==> config.mk <==
export PLATFORM = sky130hd
export DESIGN_NAME = parity_tx_scheduler
export DESIGN_NICKNAME = d
export VERILOG_FILES = /design/src/rtl/parity_tx_scheduler.sv
export SDC_FILE = /design/constraint.sdc
export NUM_CORES = 1
export LEC_CHECK = 0
export BUFFER_PORTS_ARGS = -buffer_cell sky130_fd_sc_hd__buf_2
export CORE_ASPECT_RATIO = 1.4
export CORE_MARGIN = 8
export CORE_UTILIZATION = 48
export DETAILED_ROUTE_END_ITERATION = 8
export GPL_TIMING_DRIVEN = 0
export HOLD_SLACK_MARGIN = 0.15
export PLACE_DENSITY = 0.78
export SLEW_MARGIN = 20
export SYNTH_ARGS = -nofsm -noshare
export SYNTH_HDL_FRONTEND = slang
export SYNTH_SLANG_ARGS = --single-unit
==> constraint.sdc <==
create_clock -name Clock -period 2.55 [get_ports Clock]
set_clock_uncertainty 0.05 [all_clocks]
set_input_delay 0.1275 -clock Clock [delete_from_list [all_inputs] [get_ports Clock]]
set_output_delay 0.1275 -clock Clock [all_outputs]
set_load 0.1 [all_outputs]
==> src/rtl/parity_tx_scheduler.sv <==
// parity_tx_scheduler: round-robin scheduler sharing one 7-bit serial parity
// transmitter among NUM_REQ requesters. Each frame is one LOAD cycle followed
// by 8 SHIFT cycles (7 data bits, then even parity).
// Optional feature: define PARITY_SCHED_GAP_EN to insert one idle GAP cycle
// after every frame. Arbitration then happens in GAP instead of the last SHIFT cycle.
module parity_tx_scheduler #(
  parameter int NUM_REQ = 4,
  parameter int ID_W    = 2
) (
  input  logic                 Clock,
  input  logic                 Resetn,
  input  logic [NUM_REQ-1:0]   Req,
  input  logic [7*NUM_REQ-1:0] ReqData,
  output logic [NUM_REQ-1:0]   Ack,
  output logic                 Load,
  output logic [6:0]           LoadData,
  output logic [ID_W-1:0]      GrantId,
  output logic                 BitValid,
  output logic                 FrameDone,
  output logic                 Busy
);

`ifdef PARITY_SCHED_GAP_EN
  typedef enum logic [1:0] {IDLE, LOAD, SHIFT, GAP} state_t;
`else
  typedef enum logic [1:0] {IDLE, LOAD, SHIFT} state_t;
`endif

  state_t              state_reg, state_next;
  logic [2:0]          bit_cnt_reg, bit_cnt_next;
  logic [ID_W-1:0]     grant_reg, grant_next;
  logic [ID_W-1:0]     last_reg, last_next;
  logic [6:0]          data_reg, data_next;
  logic [NUM_REQ-1:0]  ack_reg, ack_next;
  logic                load_reg, bit_valid_reg, frame_done_reg, busy_reg;
  logic                load_next, bit_valid_next, frame_done_next, busy_next;

  logic                win;
  logic [ID_W-1:0]     win_id;
  logic                arb_en;
  logic [6:0]          req_data_arr [NUM_REQ];

  // Unpack the flat request data bus into one 7-bit slice per requester.
  for (genvar gi = 0; gi < NUM_REQ; gi++) begin : g_slice
    assign req_data_arr[gi] = ReqData[7*gi +: 7];
  end

  // Rotating-priority search starting just after the last granted requester.
  always_comb begin
    int              cand;
    logic [ID_W-1:0] idx;
    win    = 1'b0;
    win_id = '0;
    cand   = 0;
    idx    = '0;
    // Walk from farthest to nearest so the nearest asserted request wins.
    for (int k = NUM_REQ; k >= 1; k--) begin
      cand = (int'(last_reg) + k) % NUM_REQ;
      idx  = ID_W'(cand);
      if (Req[idx]) begin
        win    = 1'b1;
        win_id = idx;
      end
    end
  end

  // Next-state, grant capture and next values of the registered outputs.
  always_comb begin
    state_next   = state_reg;
    bit_cnt_next = bit_cnt_reg;
    grant_next   = grant_reg;
    last_next    = last_reg;
    data_next    = data_reg;
    arb_en       = 1'b0;
    case (state_reg)
      IDLE:  arb_en = 1'b1;
      LOAD: begin
        state_next   = SHIFT;
        bit_cnt_next = 3'd0;
      end
      SHIFT: begin
        bit_cnt_next = bit_cnt_reg + 3'd1;
        if (bit_cnt_reg == 3'd7) begin
`ifdef PARITY_SCHED_GAP_EN
          state_next = GAP;
`else
          arb_en = 1'b1;
`endif
        end
      end
`ifdef PARITY_SCHED_GAP_EN
      GAP:   arb_en = 1'b1;
`endif
      default: state_next = IDLE;
    endcase
    if (arb_en) begin
      if (win) begin
        state_next = LOAD;
        grant_next = win_id;
        last_next  = win_id;
        data_next  = req_data_arr[win_id];
      end else begin
        state_next = IDLE;
      end
    end
    load_next       = (state_next == LOAD);
    bit_valid_next  = (state_next == SHIFT);
    frame_done_next = (state_next == SHIFT) && (bit_cnt_next == 3'd7);
    busy_next       = (state_next != IDLE);
  end

  // One-hot acknowledge for the requester whose data is being loaded.
  for (genvar gi = 0; gi < NUM_REQ; gi++) begin : g_ack
    assign ack_next[gi] = load_next && (grant_next == ID_W'(gi));
  end

  // State and registered outputs; asynchronous reset clears everything.
  always_ff @(posedge Clock or negedge Resetn) begin
    if (!Resetn) begin
      state_reg      <= IDLE;
      bit_cnt_reg    <= 3'd0;
      grant_reg      <= '0;
      last_reg       <= ID_W'(NUM_REQ - 1);
      data_reg       <= 7'd0;
      ack_reg        <= '0;
      load_reg       <= 1'b0;
      bit_valid_reg  <= 1'b0;
      frame_done_reg <= 1'b0;
      busy_reg       <= 1'b0;
    end else begin
      state_reg      <= state_next;
      bit_cnt_reg    <= bit_cnt_next;
      grant_reg      <= grant_next;
      last_reg       <= last_next;
      data_reg       <= data_next;
      ack_reg        <= ack_next;
      load_reg       <= load_next;
      bit_valid_reg  <= bit_valid_next;
      frame_done_reg <= frame_done_next;
      busy_reg       <= busy_next;
    end
  end

  assign Ack       = ack_reg;
  assign Load      = load_reg;
  assign LoadData  = data_reg;
  assign GrantId   = grant_reg;
  assign BitValid  = bit_valid_reg;
  assign FrameDone = frame_done_reg;
  assign Busy      = busy_reg;

endmodule

## Word level (Yosys, flattened, before mapping)

Cells that the tools add are included.

| cells by class | value |
|---|---|
| add/sub/neg operators | 5 |
| order comparisons | 5 |
| equality and inequality tests | 9 |
| mux-type cells | 27 |
| bitwise logic cells | 1 |
| reduce and logical (&&, ||, !) cells | 10 |

Operators by type and width:

| kind | count |
|---|---|
| $bmux W7 S2 | 1 |
| $mux W2 | 7 |
| $mux W7 | 2 |
| $lt A2 B3 Y1 const B | 4 |
| $mux W1 | 10 |
| $bmux W1 S2 | 4 |
| $eq A2 B2 Y1 const B | 4 |
| $eq A2 B1 Y1 const B | 3 |
| $eq A3 B3 Y1 const B | 2 |
| $pmux W3 S2 | 1 |
| $logic_and A1 B1 Y1 | 5 |
| $add A2 B1 Y2 const B | 2 |
| $add A2 B2 Y2 const B | 2 |
| $logic_not A2 Y1 | 2 |
| $pmux W2 S2 | 1 |
| $add A3 B1 Y3 const B | 1 |
| $ge A3 B3 Y1 const B | 1 |
| $not A2 Y3 | 1 |
| $pmux W1 S2 | 1 |
| $reduce_and A2 Y1 | 1 |
| $reduce_bool A2 Y1 | 1 |
| $reduce_or A2 Y1 | 1 |

| word-level totals | value |
|---|---|
| register bits after elaboration | 24 |
| input bits | 34 |
| output and inout bits | 17 |
| word-level logic and storage cells | 67 |

## Longest topological paths before layout

Gate-level depths: netlist (run 1).

| depth | value |
|---|---|
| depth in word-level cells | 11 |
| depth in mapped cells | 8 |
| mapped depth without buffers | 7 |

## Least setup slack after synthesis (run 1)

Ideal clock, no wire load.

| timing path | value |
|---|---|
| kind | flip-flop to flip-flop |
| start | register last_reg[1] |
| end | register data_reg[0] (netlist: LoadData[0]) |
| setup time | 0.126 ns |
| arrival time | 1.804 ns |
| required time | 2.374 ns |
| slack | 0.570 ns |
| cell stages (with the launch flop) | 6 |
| path buffers | 0 |
| clock period less this slack | 1.980 ns |
| path through | dfstp_2 mux2i_1 o22ai_2 a21oi_4 mux2_1 a221o_1 |

| between the ends | value |
|---|---|
| word-level cells in the longest chain between the ends | 11 |
| elaborated cells between the ends (all ways) | 25 |
| classes of those cells | add/sub: 4; mux: 19; bitwise: 1; reduce/logical: 1 |

RTL lines:

| item | line | source |
|---|---|---|
| start: declaration | 32 | `logic [ID_W-1:0] last_reg, last_next;` |
| start signal: assignment | 123 | `last_reg <= ID_W'(NUM_REQ - 1);` |
| start signal: assignment | 134 | `last_reg <= last_next;` |
| $add A2 B1 Y2 | 58 | `cand = (int'(last_reg) + k) % NUM_REQ;` |
| $bmux W1 S2 | 60 | `if (Req[idx]) begin` |
| $mux W1 (not written as such) | 60 |  |
| $mux W2 (4 in series) | 60 |  |
| $not A2 Y3 (not written as such) | 101 | `data_next = req_data_arr[win_id];` |
| $bmux W7 S2 | 101 |  |
| $mux W7 (not written as such) (2 in series) | 101 |  |
| end signal: assignment | 135 | `data_reg <= data_next;` |
| end: declaration | 33 | `logic [6:0] data_reg, data_next;` |

Parallel ways exist; a longest one is shown, timed or not. The select of a mux whose other input is x is not followed.
A chain may end at the register's enable or synchronous reset.

## Worst setup path after layout (run 1)

| timing path | value |
|---|---|
| start | register last_reg[1] |
| end | register data_reg[4] (netlist: LoadData[4]) |

Same word-level chain as after synthesis.

==> flow_summary.yaml, run 1 <==
status:
  status: "complete, no violations"
critical_path:
  critPathLaunchType: "flop"
  required_ns: 2.65
  crit_type: "flop to flop"
  path_cells: "mux2i_1 -> o22ai_2 -> a21oi_4 -> buf_6 -> mux2i_1 -> dlygate4sd3_1 -> o211ai_1"
  rrSetupSlack_ns: 0.19
  cp_max_fo: 8
  r2r-start: "last_reg[1]"
  critPathArrivalTime_ns: 2.45
  crit_path_frequent_cell: "mux2i_1"
  r2r_cells: 7
  cpMaxStageDelayCell: "dfstp_2"
  r2r-end: "LoadData[4]"
  endpoint_kind: "flop"
  max_stage_delay_ns: 0.61
floorplanning:
  fp.dieH_um: 78.81
  coreArea_um2: 2763
  die_w_um: 60.87
  pin_count: 51
  die_area_um2: 4797
  fp-row-count: 23
  initial_core_util: 0.4896
sta:
  slew_violations: 0
  layout_min_cycle_time_ns: 2.357
  fin_crit_sh: 0.9242
  worst_slack_ns: 0.1934
  finalHoldViolCount: 0
  maxSlewHeadroom: 0.6458
  max_freq_mhz: 424.3
  totalNegativeSetupSlack_ns: 0
  tightest_slew_ns: 0.5293
  setup_violations: 0
  rsz0062_at_grt: "false"
  hold_ws_ns: 0.1465
route:
  ant_nets: 0
  remaining_drc_errors: 0
  routedWlPerCell_um: 15.72
  drt_iter0_markers: 33
  vias_per_cell: 5.237
  wirelength_um: 3646
  vias: 1215
  drt-pass1-iter-count: 4
synth:
  netlist_area_um2: 1353
  syn-mean-instance-area_um2: 10.57
  synth_nets: 166
  ys_ff_latch: 24
  synth_cell_types: 36
  synthCells: 128
  yosysWarningCount: 0
  ys_seq_area_frac: 0.4459
  synthArstFlopShare: 1.000
  ys.flop_type: "dfrtp_1"
  synth_edf_count: 0
clocking:
  clockBufferDepth: 2
  clockRootBuffer: "clkbuf_8"
  cts_inserted_buffers: 3
  cts_sinks: 24
  insertion_delay_ns: 0.27
  cts.clk_slew.worst_paths_ns: 0.09
  cts_tree: "yes"
  htree_levels: 1
layout:
  final_cell_mix: "buf_2 (51), dfrtp_1 (22), nand3_1 (18)"
  finalCoreUtilization: 0.6626
  multi_input_area_um2: 673.1
  final_common_cell: "buf_2"
  drive_gt1_frac: 0.4205
  regArea_um2: 603.1
  num_antenna_cells: 0
  largest_reg_flops: 7
  fillers: 229
  nets: 234
  syn_to_final_growth_pct: 35.34
global_route:
  grt_pass1_wl_um: 5699
  antenna_found_initial: 0
  grt_remaining_overflow: 0
  grtUsageTotal: 0.1548
  grt_pass1_vias: 1328
  grt_max_degree: 25
placement:
  dpl.hpwl_um: 2773
  gp_congestion: 0.8601
  post-place-ws_ns: 0.4276
  io_buffer_count: 50
worst_hold_path:
  hp-start: "ReqData[10]"
  hp-class: "input pin to flop"
  min_to: "LoadData[3]"
  min_path_cells: 3
flow_run:
  drv_cap: 0
## cell type report
cell class	count	area share
clock inverters	1	0.01640
well taps	37	0.02529
inverters	9	0.01846
repair buffers	63	0.1969
clock buffers	3	0.02256
plain buffers	5	0.02324
multi-input cells	90	0.3677
flip-flops and latches	24	0.3295
## how the worst max path moves through the flow
stage	from	to	slack, ns	cells after the start
after floorplan	last_reg[1]	LoadData[0]	0.57	5
after global placement	last_reg[1]	LoadData[0]	0.47	5
after detailed placement	last_reg[1]	LoadData[0]	0.43	5
after CTS	last_reg[1]	LoadData[4]	0.04	7
after global routing	last_reg[1]	LoadData[4]	0.02	7
final	last_reg[1]	LoadData[4]	0.19	7
## cell usage after synthesis (2+ instances only)
cell type | number | area, µm²
dfrtp_1 | 22 | 550.5
nand3_1 | 18 | 90.09
inv_1 | 9 | 33.78
mux2i_1 | 9 | 90.09
nor2_1 | 9 | 33.78
nand2_1 | 8 | 30.03
a21oi_1 | 5 | 25.02
ha_1 | 4 | 50.05
mux2_2 | 4 | 45.04
o211ai_1 | 4 | 30.03
a221o_1 | 3 | 30.03
buf_6 | 3 | 33.78
a21o_2 | 2 | 17.52
dfstp_2 | 2 | 52.55
mux2_1 | 2 | 22.52
nor2b_1 | 2 | 12.51
o21ai_0 | 2 | 10.01
o32a_1 | 2 | 20.02
## logic make-up (layout without fill, tap and decap cells)
logic type	after synthesis	in the layout	share of synthesized area
flip-flops	24	24	0.4459
buffers and inverters	14	81	0.05642
AND/OR/NAND/NOR	44	44	0.1674
multiplexers	16	16	0.1277
adder cells (fa/ha/maj)	4	4	0.03700
AO/OA/AOI/OAI	26	26	0.1656
## timing repair
item                                   4_1_cts  5_1_grt
buffers inserted                             0        8
endpoints found under the hold margin       26        0
gates resized for setup                      0        0
hold buffers                                 5        0
setup endpoints to repair                    0        1
## critical path: cells and delay by family (launching register included)
kind	cells	cell delay, ns
buffers and inverters	2	0.72
flip-flops	1	0.61
AO/OA/AOI/OAI	3	0.46
multiplexers	2	0.40
## metal layers
| layer | part of all wire | track usage | wire [µm] | vias up |
|---|---|---|---|---|
| li1 | - | - | - | 598 |
| met3 | 0.056 | 0.03231 | 204 | 6 |
| met4 | 0.015 | 0.07026 | 53 | 0 |
| met1 | 0.40 | 0.1681 | 1475 | 566 |
| met2 | 0.52 | 0.2728 | 1912 | 45 |
| met5 | 0 | 0 | 0 | - |
## metrics by stage
step                cell area [µm²]  cells
detailed placement             1649    215
global route                   1831    232
global placement               1649    215
floorplan                      1353    128
CTS                            1770    224
finish                         1831    232
Power of run 1 is left out: the tool's default activity adds up to more than one toggle a clock period on the data nets, which glitch-free logic cannot reach.
==> run 2: changes to the inputs <==
Settings changed: CORE_UTILIZATION 48 to 30, PLACE_DENSITY 0.78 to not set.
==> run 2 against run 1 <==
Critical path type unchanged. Cell count rose by 9.1%. Critical path depth fell by 2. Flip-flop and latch count did not move. Sequential share of layout area fell by 0.20 points. Non-clock buffer count fell by 4.
==> flow_summary.yaml, run 2 (synthesized netlist as in run 1, its figures left out) <==
status:
  status: "complete, no violations"
layout:
  drive_gt1_frac: 0.3874
  fillers: 459
  nets: 230
  final_cell_mix: "buf_2 (51), dfrtp_1 (22), nand3_1 (18)"
  final_common_cell: "buf_2"
  largest_reg_flops: 7
  syn_to_final_growth_pct: 36.17
  num_antenna_cells: 0
floorplanning:
  initial_core_util: 0.3055
  pin_count: 51
  die_area_um2: 6944
  fp.dieH_um: 95.45
  die_w_um: 72.75
  coreArea_um2: 4427
  fp-row-count: 29
critical_path:
  r2r-start: "last_reg[1]"
  endpoint_kind: "flop"
  crit_type: "flop to flop"
  critPathArrivalTime_ns: 2.27
  rrSetupSlack_ns: 0.39
  critPathLaunchType: "flop"
  r2r_cells: 5
  r2r-end: "LoadData[0]"
  cp_max_fo: 9
  required_ns: 2.67
sta:
  finalHoldViolCount: 0
  slew_violations: 0
  setup_violations: 0
  fin_crit_sh: 0.8457
  totalNegativeSetupSlack_ns: 0
  max_freq_mhz: 463.7
  tightest_slew_ns: 0.5401
  rsz0062_at_grt: "false"
  layout_min_cycle_time_ns: 2.157
  maxSlewHeadroom: 0.6399
global_route:
  grt_remaining_overflow: 0
  grtUsageTotal: 0.1111
  grt_pass1_wl_um: 6009
  antenna_found_initial: 0
  grt_pass1_vias: 1276
  grt_max_degree: 25
route:
  drt-pass1-iter-count: 4
  ant_nets: 0
  remaining_drc_errors: 0
  vias_per_cell: 4.767
  vias: 1206
  wirelength_um: 3552
  drt_iter0_markers: 34
  routedWlPerCell_um: 14.04
clocking:
  cts_inserted_buffers: 3
  cts.repair.resized: 0
  insertion_delay_ns: 0.27
  htree_levels: 1
  clockRootBuffer: "clkbuf_8"
  cts_sinks: 24
  clockBufferDepth: 2
  cts.clk_slew.worst_paths_ns: 0.09
  cts_tree: "yes"
placement:
  io_buffer_count: 50
  dpl.hpwl_um: 2704
  gp_congestion: 0.7780
worst_hold_path:
  hp-class: "input pin to flop"
  min_to: "LoadData[2]"
  min_path_cells: 3
  hp-start: "ReqData[23]"
flow_run:
  drv_cap: 0
## run 2: cell types whose count changed in the layout (fill, tap and decap cells not counted), sizes merged
cell         previous run  this run
buf                    62        54
dlygate4sd3             5         9
## run 2: metrics by stage
stage	std cells	area [µm²]	hold WS, ns	setup WS [ns]	util
after floorplan	128	1353	-0.2181	0.5700	-
after global placement	240	1680	0.1009	0.4270	0.3796
after detailed placement	240	1680	0.1028	0.3978	0.3796
after CTS	253	1842	0.1522	0.3887	0.4161
after global routing	253	1842	0.1508	0.3009	0.4161
final	253	1842	0.1518	0.3934	0.4161
## run 2: worst max-delay path by stage
| stage | from | end | slack [ns] | cells after the start |
|---|---|---|---|---|
| after floorplan | last_reg[1] | LoadData[0] | 0.57 | 5 |
| after global placement | last_reg[1] | LoadData[2] | 0.43 | 5 |
| after detailed placement | last_reg[1] | LoadData[0] | 0.40 | 5 |
| after CTS | last_reg[1] | LoadData[2] | 0.39 | 5 |
| after global routing | last_reg[1] | LoadData[0] | 0.30 | 5 |
| final | last_reg[1] | LoadData[0] | 0.39 | 5 |
## run 2: repair_timing
item	CTS	global route
hold buffers	9	0
buffers inserted	0	0
endpoints found under the hold margin	26	0
## run 2: area by class of cell
class,count,area [µm²],share of cell area
Clock buffer,3,41.29,0.02242
Sequential cell,24,603.1,0.3274
Timing Repair Buffer,59,340.3,0.1848
Inverter,9,33.78,0.01834
Clock inverter,1,30.03,0.01630
Buffer,5,42.54,0.02310
Tap cell,62,77.57,0.04212
Multi-Input combinational cell,90,673.1,0.3655
## run 2: per-layer routing
layer / global-route usage / part of all wire / up-vias
li1: - / - / 584
met1: 0.1238 / 0.43 / 577
met2: 0.1939 / 0.50 / 41
met3: 0.02105 / 0.050 / 4
met4: 0.06030 / 0.021 / 0
met5: 0 / 0 / -
## run 2: worst max-delay path: stages (launching register included)
cell and delay [ns]:
dfstp_2 0.61, mux2i_1 0.22, o22ai_2 0.12, a21oi_4 0.34
mux2_1 0.38, a221o_1 0.31
Power of run 2 is left out for the same reason.
